==> src/rtl/hyperbus_axi_rr_frontend.sv <==
// AXI4 slave front-end for the HyperBus PHY: one transaction in flight, round-robin
// read/write arbitration, address-window chip-select decode and complete error responses.
module hyperbus_axi_rr_frontend #(
    parameter int NR_CS       = 2,
    parameter int BURST_WIDTH = 12,
    parameter int AXI_IW      = 10
) (
    input  logic                   clk_i,
    input  logic                   rst_ni,
    input  logic [64*NR_CS-1:0]    addr_map_i,
    input  logic                   aw_valid_i,
    output logic                   aw_ready_o,
    input  logic [31:0]            aw_addr_i,
    input  logic [7:0]             aw_len_i,
    input  logic [1:0]             aw_burst_i,
    input  logic [AXI_IW-1:0]      aw_id_i,
    input  logic                   w_valid_i,
    output logic                   w_ready_o,
    input  logic [15:0]            w_data_i,
    input  logic [1:0]             w_strb_i,
    input  logic                   w_last_i,
    output logic                   b_valid_o,
    input  logic                   b_ready_i,
    output logic [1:0]             b_resp_o,
    output logic [AXI_IW-1:0]      b_id_o,
    input  logic                   ar_valid_i,
    output logic                   ar_ready_o,
    input  logic [31:0]            ar_addr_i,
    input  logic [7:0]             ar_len_i,
    input  logic [1:0]             ar_burst_i,
    input  logic [AXI_IW-1:0]      ar_id_i,
    output logic                   r_valid_o,
    input  logic                   r_ready_i,
    output logic [15:0]            r_data_o,
    output logic [1:0]             r_resp_o,
    output logic                   r_last_o,
    output logic [AXI_IW-1:0]      r_id_o,
    input  logic [15:0]            rx_data_i,
    input  logic                   rx_last_i,
    input  logic                   rx_error_i,
    input  logic                   rx_valid_i,
    output logic                   rx_ready_o,
    output logic [15:0]            tx_data_o,
    output logic [1:0]             tx_strb_o,
    output logic                   tx_valid_o,
    input  logic                   tx_ready_i,
    input  logic                   phy_b_valid_i,
    input  logic                   phy_b_last_i,
    input  logic                   phy_b_error_i,
    output logic                   phy_b_ready_o,
    output logic                   trans_valid_o,
    input  logic                   trans_ready_i,
    output logic [31:0]            trans_address_o,
    output logic [NR_CS-1:0]       trans_cs_o,
    output logic                   trans_write_o,
    output logic [BURST_WIDTH-1:0] trans_burst_o,
    output logic                   trans_burst_type_o,
    output logic                   trans_address_space_o
);

    typedef enum logic [2:0] {
        IDLE, RD_REQ, RD_DATA, WR_REQ, WR_DATA, WR_RESP, ERR_RD, ERR_WR
    } state_e;

    state_e                 state_q, state_d;
    logic                   rr_last_write_q, rr_last_write_d;
    logic [AXI_IW-1:0]      id_q, id_d;
    logic [7:0]             cnt_q, cnt_d;
    logic                   r_err_q, r_err_d;
    logic                   b_err_q, b_err_d;
    logic                   b_valid_q, b_valid_d;
    logic [1:0]             b_resp_q, b_resp_d;
    logic                   trans_valid_q, trans_valid_d;
    logic [31:0]            trans_address_q, trans_address_d;
    logic [NR_CS-1:0]       trans_cs_q, trans_cs_d;
    logic                   trans_write_q, trans_write_d;
    logic [BURST_WIDTH-1:0] trans_burst_q, trans_burst_d;
    logic                   trans_burst_type_q, trans_burst_type_d;
    logic                   trans_address_space_q, trans_address_space_d;

    logic                   grant_rd, grant_wr;
    logic [31:0]            req_addr;
    logic [7:0]             req_len;
    logic [1:0]             req_burst;
    logic [AXI_IW-1:0]      req_id;
    logic [NR_CS-1:0]       dec_cs;
    logic                   dec_hit;
    logic                   cnt_zero;
    logic                   unused_bits;

    // On a tie the channel that did not win last time gets the grant.
    assign grant_rd  = ar_valid_i && (!aw_valid_i || rr_last_write_q);
    assign grant_wr  = aw_valid_i && !grant_rd;
    assign req_addr  = grant_rd ? ar_addr_i  : aw_addr_i;
    assign req_len   = grant_rd ? ar_len_i   : aw_len_i;
    assign req_burst = grant_rd ? ar_burst_i : aw_burst_i;
    assign req_id    = grant_rd ? ar_id_i    : aw_id_i;
    assign cnt_zero  = (cnt_q == 8'd0);
    assign unused_bits = ^{addr_map_i, req_burst[1]};

    always_comb begin
        dec_cs  = '0;
        dec_hit = 1'b0;
        for (int i = 0; i < NR_CS; i++) begin
            if (!dec_hit && req_addr[30:0] >= addr_map_i[64*i +: 31]
                         && req_addr[30:0] <= addr_map_i[64*i+32 +: 31]) begin
                dec_cs[i] = 1'b1;
                dec_hit   = 1'b1;
            end
        end
    end

    always_comb begin
        state_d               = state_q;
        rr_last_write_d       = rr_last_write_q;
        id_d                  = id_q;
        cnt_d                 = cnt_q;
        r_err_d               = r_err_q;
        b_err_d               = b_err_q;
        b_valid_d             = b_valid_q;
        b_resp_d              = b_resp_q;
        trans_valid_d         = trans_valid_q;
        trans_address_d       = trans_address_q;
        trans_cs_d            = trans_cs_q;
        trans_write_d         = trans_write_q;
        trans_burst_d         = trans_burst_q;
        trans_burst_type_d    = trans_burst_type_q;
        trans_address_space_d = trans_address_space_q;
        unique case (state_q)
            IDLE: begin
                if (grant_rd || grant_wr) begin
                    rr_last_write_d = grant_wr;
                    id_d            = req_id;
                    cnt_d           = req_len;
                    r_err_d         = 1'b0;
                    b_err_d         = 1'b0;
                    b_resp_d        = 2'b00;
                    if (!dec_hit) begin
                        state_d = grant_rd ? ERR_RD : ERR_WR;
                    end else begin
                        state_d               = grant_rd ? RD_REQ : WR_REQ;
                        trans_valid_d         = 1'b1;
                        trans_address_d       = req_addr;
                        trans_cs_d            = dec_cs;
                        trans_write_d         = grant_wr;
                        trans_burst_d         = BURST_WIDTH'({1'b0, req_len} + 9'd1);
                        trans_burst_type_d    = req_burst[0];
                        trans_address_space_d = req_addr[31];
                    end
                end
            end
            RD_REQ, WR_REQ: begin
                if (trans_ready_i) begin
                    trans_valid_d = 1'b0;
                    state_d       = (state_q == RD_REQ) ? RD_DATA : WR_DATA;
                end
            end
            RD_DATA: begin
                if (rx_valid_i && r_ready_i) begin
                    if (rx_error_i) r_err_d = 1'b1;
                    if (rx_last_i || cnt_zero) state_d = IDLE;
                    else cnt_d = cnt_q - 8'd1;
                end
            end
            ERR_RD: begin
                if (r_ready_i) begin
                    if (cnt_zero) state_d = IDLE;
                    else cnt_d = cnt_q - 8'd1;
                end
            end
            WR_DATA: begin
                if (phy_b_valid_i && phy_b_error_i) b_err_d = 1'b1;
                if (w_valid_i && tx_ready_i && w_last_i) state_d = WR_RESP;
            end
            WR_RESP: begin
                if (phy_b_valid_i && phy_b_error_i) b_err_d = 1'b1;
                if (!b_valid_q && phy_b_valid_i && phy_b_last_i) begin
                    b_valid_d = 1'b1;
                    b_resp_d  = (b_err_q || phy_b_error_i) ? 2'b10 : 2'b00;
                end else if (b_valid_q && b_ready_i) begin
                    b_valid_d = 1'b0;
                    state_d   = IDLE;
                end
            end
            ERR_WR: begin
                if (!b_valid_q && w_valid_i && w_last_i) begin
                    b_valid_d = 1'b1;
                    b_resp_d  = 2'b11;
                end else if (b_valid_q && b_ready_i) begin
                    b_valid_d = 1'b0;
                    state_d   = IDLE;
                end
            end
            default: state_d = IDLE;
        endcase
    end

    always_ff @(posedge clk_i or negedge rst_ni) begin
        if (!rst_ni) begin
            state_q               <= IDLE;
            rr_last_write_q       <= 1'b1;
            id_q                  <= '0;
            cnt_q                 <= '0;
            r_err_q               <= 1'b0;
            b_err_q               <= 1'b0;
            b_valid_q             <= 1'b0;
            b_resp_q              <= 2'b00;
            trans_valid_q         <= 1'b0;
            trans_address_q       <= '0;
            trans_cs_q            <= '0;
            trans_write_q         <= 1'b0;
            trans_burst_q         <= '0;
            trans_burst_type_q    <= 1'b0;
            trans_address_space_q <= 1'b0;
        end else begin
            state_q               <= state_d;
            rr_last_write_q       <= rr_last_write_d;
            id_q                  <= id_d;
            cnt_q                 <= cnt_d;
            r_err_q               <= r_err_d;
            b_err_q               <= b_err_d;
            b_valid_q             <= b_valid_d;
            b_resp_q              <= b_resp_d;
            trans_valid_q         <= trans_valid_d;
            trans_address_q       <= trans_address_d;
            trans_cs_q            <= trans_cs_d;
            trans_write_q         <= trans_write_d;
            trans_burst_q         <= trans_burst_d;
            trans_burst_type_q    <= trans_burst_type_d;
            trans_address_space_q <= trans_address_space_d;
        end
    end

    // Data paths are forwarded combinationally so the front-end adds no latency.
    always_comb begin
        ar_ready_o    = rst_ni && (state_q == IDLE) && grant_rd;
        aw_ready_o    = rst_ni && (state_q == IDLE) && grant_wr;
        r_valid_o     = 1'b0;
        r_data_o      = '0;
        r_resp_o      = 2'b00;
        r_last_o      = 1'b0;
        rx_ready_o    = 1'b0;
        tx_valid_o    = 1'b0;
        tx_data_o     = '0;
        tx_strb_o     = '0;
        w_ready_o     = 1'b0;
        phy_b_ready_o = 1'b0;
        unique case (state_q)
            RD_DATA: begin
                r_valid_o  = rx_valid_i;
                rx_ready_o = r_ready_i;
                r_data_o   = rx_data_i;
                r_last_o   = rx_last_i || cnt_zero;
                r_resp_o   = (r_err_q || rx_error_i) ? 2'b10 : 2'b00;
            end
            ERR_RD: begin
                r_valid_o = 1'b1;
                r_resp_o  = 2'b11;
                r_last_o  = cnt_zero;
            end
            WR_DATA: begin
                tx_valid_o = w_valid_i;
                w_ready_o  = tx_ready_i;
                tx_data_o  = w_data_i;
                tx_strb_o  = ~w_strb_i;
            end
            WR_RESP: phy_b_ready_o = !b_valid_q;
            ERR_WR:  w_ready_o     = !b_valid_q;
            default: ;
        endcase
    end

    assign r_id_o                = id_q;
    assign b_id_o                = id_q;
    assign b_valid_o             = b_valid_q;
    assign b_resp_o              = b_resp_q;
    assign trans_valid_o         = trans_valid_q;
    assign trans_address_o       = trans_address_q;
    assign trans_cs_o            = trans_cs_q;
    assign trans_write_o         = trans_write_q;
    assign trans_burst_o         = trans_burst_q;
    assign trans_burst_type_o    = trans_burst_type_q;
    assign trans_address_space_o = trans_address_space_q;

endmodule

==> config.mk <==
export PLATFORM = sky130hd
export DESIGN_NAME = hyperbus_axi_rr_frontend
export DESIGN_NICKNAME = d
export VERILOG_FILES = /design/src/rtl/hyperbus_axi_rr_frontend.sv
export SDC_FILE = /design/constraint.sdc
export NUM_CORES = 1
export LEC_CHECK = 0
export CAP_MARGIN = 5
export CORE_AREA = 2 2 156 158
export DETAILED_ROUTE_END_ITERATION = 8
export DIE_AREA = 0 0 158 160
export PLACE_DENSITY = 0.67
export RECOVER_POWER = 100
export SYNTH_ARGS = -nofsm -noshare
export SYNTH_HDL_FRONTEND = slang
export SYNTH_SLANG_ARGS = --single-unit
==> constraint.sdc <==
create_clock -name clk_i -period 5.1 [get_ports clk_i]
set_input_delay 0.765 -clock clk_i [delete_from_list [all_inputs] [get_ports clk_i]]
set_output_delay 0.765 -clock clk_i [all_outputs]
set_load 0.005 [all_outputs]
==> results.md <==
* Final setup viols at 0
* CTS Buffer Depth at 2
* Initial Util at a little under a third
* Site Rows at 57
* Detail Placement HPWL at 23400 um
* I/O Buffers at 389
* Drt first pass iters at 4
* Vias in the first global route at around 7.5k
* Slew of the pin with the lowest slew margin at 2540 ps
* Area contributors post-synth: dfrtp_1, ha_1, mux2_4
* Hold Slack at 478 ps
* Resize count post-CTS at 0
* CP arrival at 4960 ps
* Fraction of registers with async set/reset at 100%
* Post-route minimum period at 4730 ps
* Mean area per synthesized cell at about 9 um^2
* GP Congestion at 0.880
* Synth cell types at 57
* Critical path class: primary input to register
* Seq cells post-synth at 73
* H-tree levels at 3
* Status: finished with violations
* Max rail drop VDD at 0.000158 V
* Avg Vias per Cell at 4.85
* Clock Skews at 8.41 ps
* Setup TNS at 0 ps
* R2R depth at 7
* Layout cells sized above 1 at roughly 6.7%
* Seq/Total Area, Yosys at 24.4%
* Fmax at between 200 and 250 MHz
* Hold Crit Class: register to register
* Top-count cell post-synth: inv_1
* Tcrit/Tclk final at 92.7%
* IO Count at 399
* CTS Root Cell: clkbuf_16
* Post-Syn Instances at 851
* Total design power at between 4 and 5 mW
* Core area at 0.0238 mm^2
* Failing checks: max-capacitance violations, max-slew violations
* Initial antenna violation count at 1
* Leakage at 5.76 nW
* Post-synth top area cell: dfrtp_1
* PD cells at 353 mW/mm^2
* Hold path cells at 2
* CP Capture Type: register
* CTS buffer count at 9
* Crit-path slowest cell: clkdlybuf4s50_1
* # hold bufs at CTS at 0
* Syn Std Cell Area at 0.00749 mm^2
* CTS tree: yes
* DRC at 0
* Total GRT Usage at 21.4%
* Post-synth EDFFs at 0
* Vias at 7573
* Slew Limit Fails at 100
* Die footprint at 0.0253 mm^2
* Ys flop type: dfrtp_1
* CP max stage delay at between 500 and 600 ps
* First-pass GRT wire length at 41000 um
* Unrepaired setup endpoints after global routing: no
* Clk pin slew, worst setup/hold paths at 70 ps
* Initial DRC count at 311
* Final hold vios at 0
* CTS Sinks at 73
* Max-cap viol count at 2
* Slew headroom at -71.4%
* Worst Path Max Fanout at 14
* WL/cell at 17.9 um
* Clk_lat worst skew at around 350 ps
* Largest net degree at the start of global routing at 74
* Top cell type's share of synthesized area at 24.0%
* Final std cells w/o fill at approximately 1.6k
* Global route overflow at 0
* Crit start category: primary input
* CP cell instances: clkdlybuf4s50_1 -> inv_1 -> o21ai_4 -> buf_4 -> clkbuf_2 -> mux2i_1 -> buf_4 -> ha_1 -> nand4_1 -> nor4_1 -> a2111o_1 -> o32ai_1 -> or2_1 -> nand2b_4 -> buf_6 -> mux2_1
* Die width at between 150 and 200 um
* Placed Cells incl. Taps at roughly 1.5k
* Most frequent cell on the critical path: buf_4
* Final wirelength at 28000 um
* Die height at 160 um
* Post-CTS setup buffer count at 0
* Routed Antenna Nets at 0
* Area growth syn-to-layout at 59.0%
* Nets@finish at 1640
* Worst EP required at 5330 ps
* Synth cell count leaders: inv_1, ha_1, dfrtp_1
* Syn. warnings at 0
==> power breakdown <==
part           internal, mW  switching, mW
sequential            0.873          0.201
combinational          1.27           1.11
clock                 0.451          0.295
total                  2.59           1.61
==> per-stage QoR <==
stage	setup slack (ps)	utilization [%]	instance area, um^2
finish	371	50.0	11900
global route	71.3	50.0	11900
CTS	385	50.7	12100
detailed placement	6.37	49.2	11700
global placement	24.5	49.2	11700
floorplan	759	-	7500
==> cell usage in the layout (no fill, tap or decap), drive strengths merged, types with 3 or more instances in the layout <==
| master | instances |
|---|---|
| o211ai | 3 |
| nand3b | 5 |
| clkbuf | 17 |
| a21oi | 58 |
| mux2 | 75 |
| mux2i | 19 |
| nor2 | 48 |
| and4 | 3 |
| o31ai | 5 |
| conb | 3 |
| nor4 | 6 |
| a21o | 3 |
| o21a | 5 |
| nor3 | 16 |
| buf | 14 |
| dfrtp | 72 |
| nor2b | 5 |
| o21ai | 47 |
| clkdlybuf4s50 | 275 |
| ha | 127 |
| xnor2 | 4 |
| dlygate4sd3 | 113 |
| inv | 134 |
| a211oi | 10 |
| o22ai | 3 |
| nand4 | 23 |
| a31oi | 7 |
| nand2 | 51 |
| a221oi | 3 |
| nand2b | 4 |
| and3 | 34 |
| nand3 | 18 |
==> critical path, delay by kind of cell <==
kind | cells | cell delay, ps
fa+ha+maj | 1 | 230
mux | 2 | 670
buf+inv | 6 | 1770
simple gates | 4 | 520
compound gates | 3 | 970
==> worst paths after layout <==
check                                 start             endpoint  slack [ps]
worst max register to register   state_q[2]  trans_address_o[14]        1070
max in group asynchronous            rst_ni  trans_address_o[12]        2740
worst min-delay path            b_resp_o[1]          b_resp_o[1]         480
worst max-delay path             aw_valid_i  trans_address_o[14]         370
worst min register to register  b_resp_o[1]          b_resp_o[1]         480
min in group asynchronous            rst_ni          b_resp_o[0]        1170
==> per-layer routing <==
| layer | up-vias | part of all wire, % | routed length [um] | track usage, % |
|---|---|---|---|---|
| li1 | 3758 | - | - | - |
| met1 | 3510 | 39 | 11000 | 23.5 |
| met2 | 282 | 51 | 14200 | 40.0 |
| met3 | 23 | 8.2 | 2310 | 6.30 |
| met4 | 0 | 1.7 | 469 | 4.75 |
| met5 | - | 0 | 0 | 0 |
==> logic make-up after synthesis <==
logic type      count (synthesis)  synth area share [%]
flops                          73                  24.4
other cells                     1                0.0501
xor+xnor                        6                 0.701
fa+ha+maj                     127                  21.2
mux                            94                  15.7
buf+inv                       173                  10.4
simple gates                  217                  14.7
compound gates                160                  12.9
==> sequential cells by signal (all words and copies together), names as in the netlist <==
signal / count
rr_last_write_q: 1
trans_cs_o: 2
b_id_o: 10
trans_burst_o: 9
r_err_q: 1
b_resp_o: 2
trans_write_o: 1
state_q: 3
trans_burst_type_o: 1
b_valid_o: 1
trans_address_o: 32
cnt_q: 8
trans_valid_o: 1
b_err_q: 1
==> final cells by class <==
type,count,area [um^2]
fillers,2313,11900
multi-input cells,607,4790
repair buffers,409,4050
flip-flops and latches,73,1830
inverters,131,492
well taps,324,405
clock buffers,10,239
clock inverters,6,97.6
diodes,1,2.50
No activity file was read; power rests on OpenSTA's default activity.
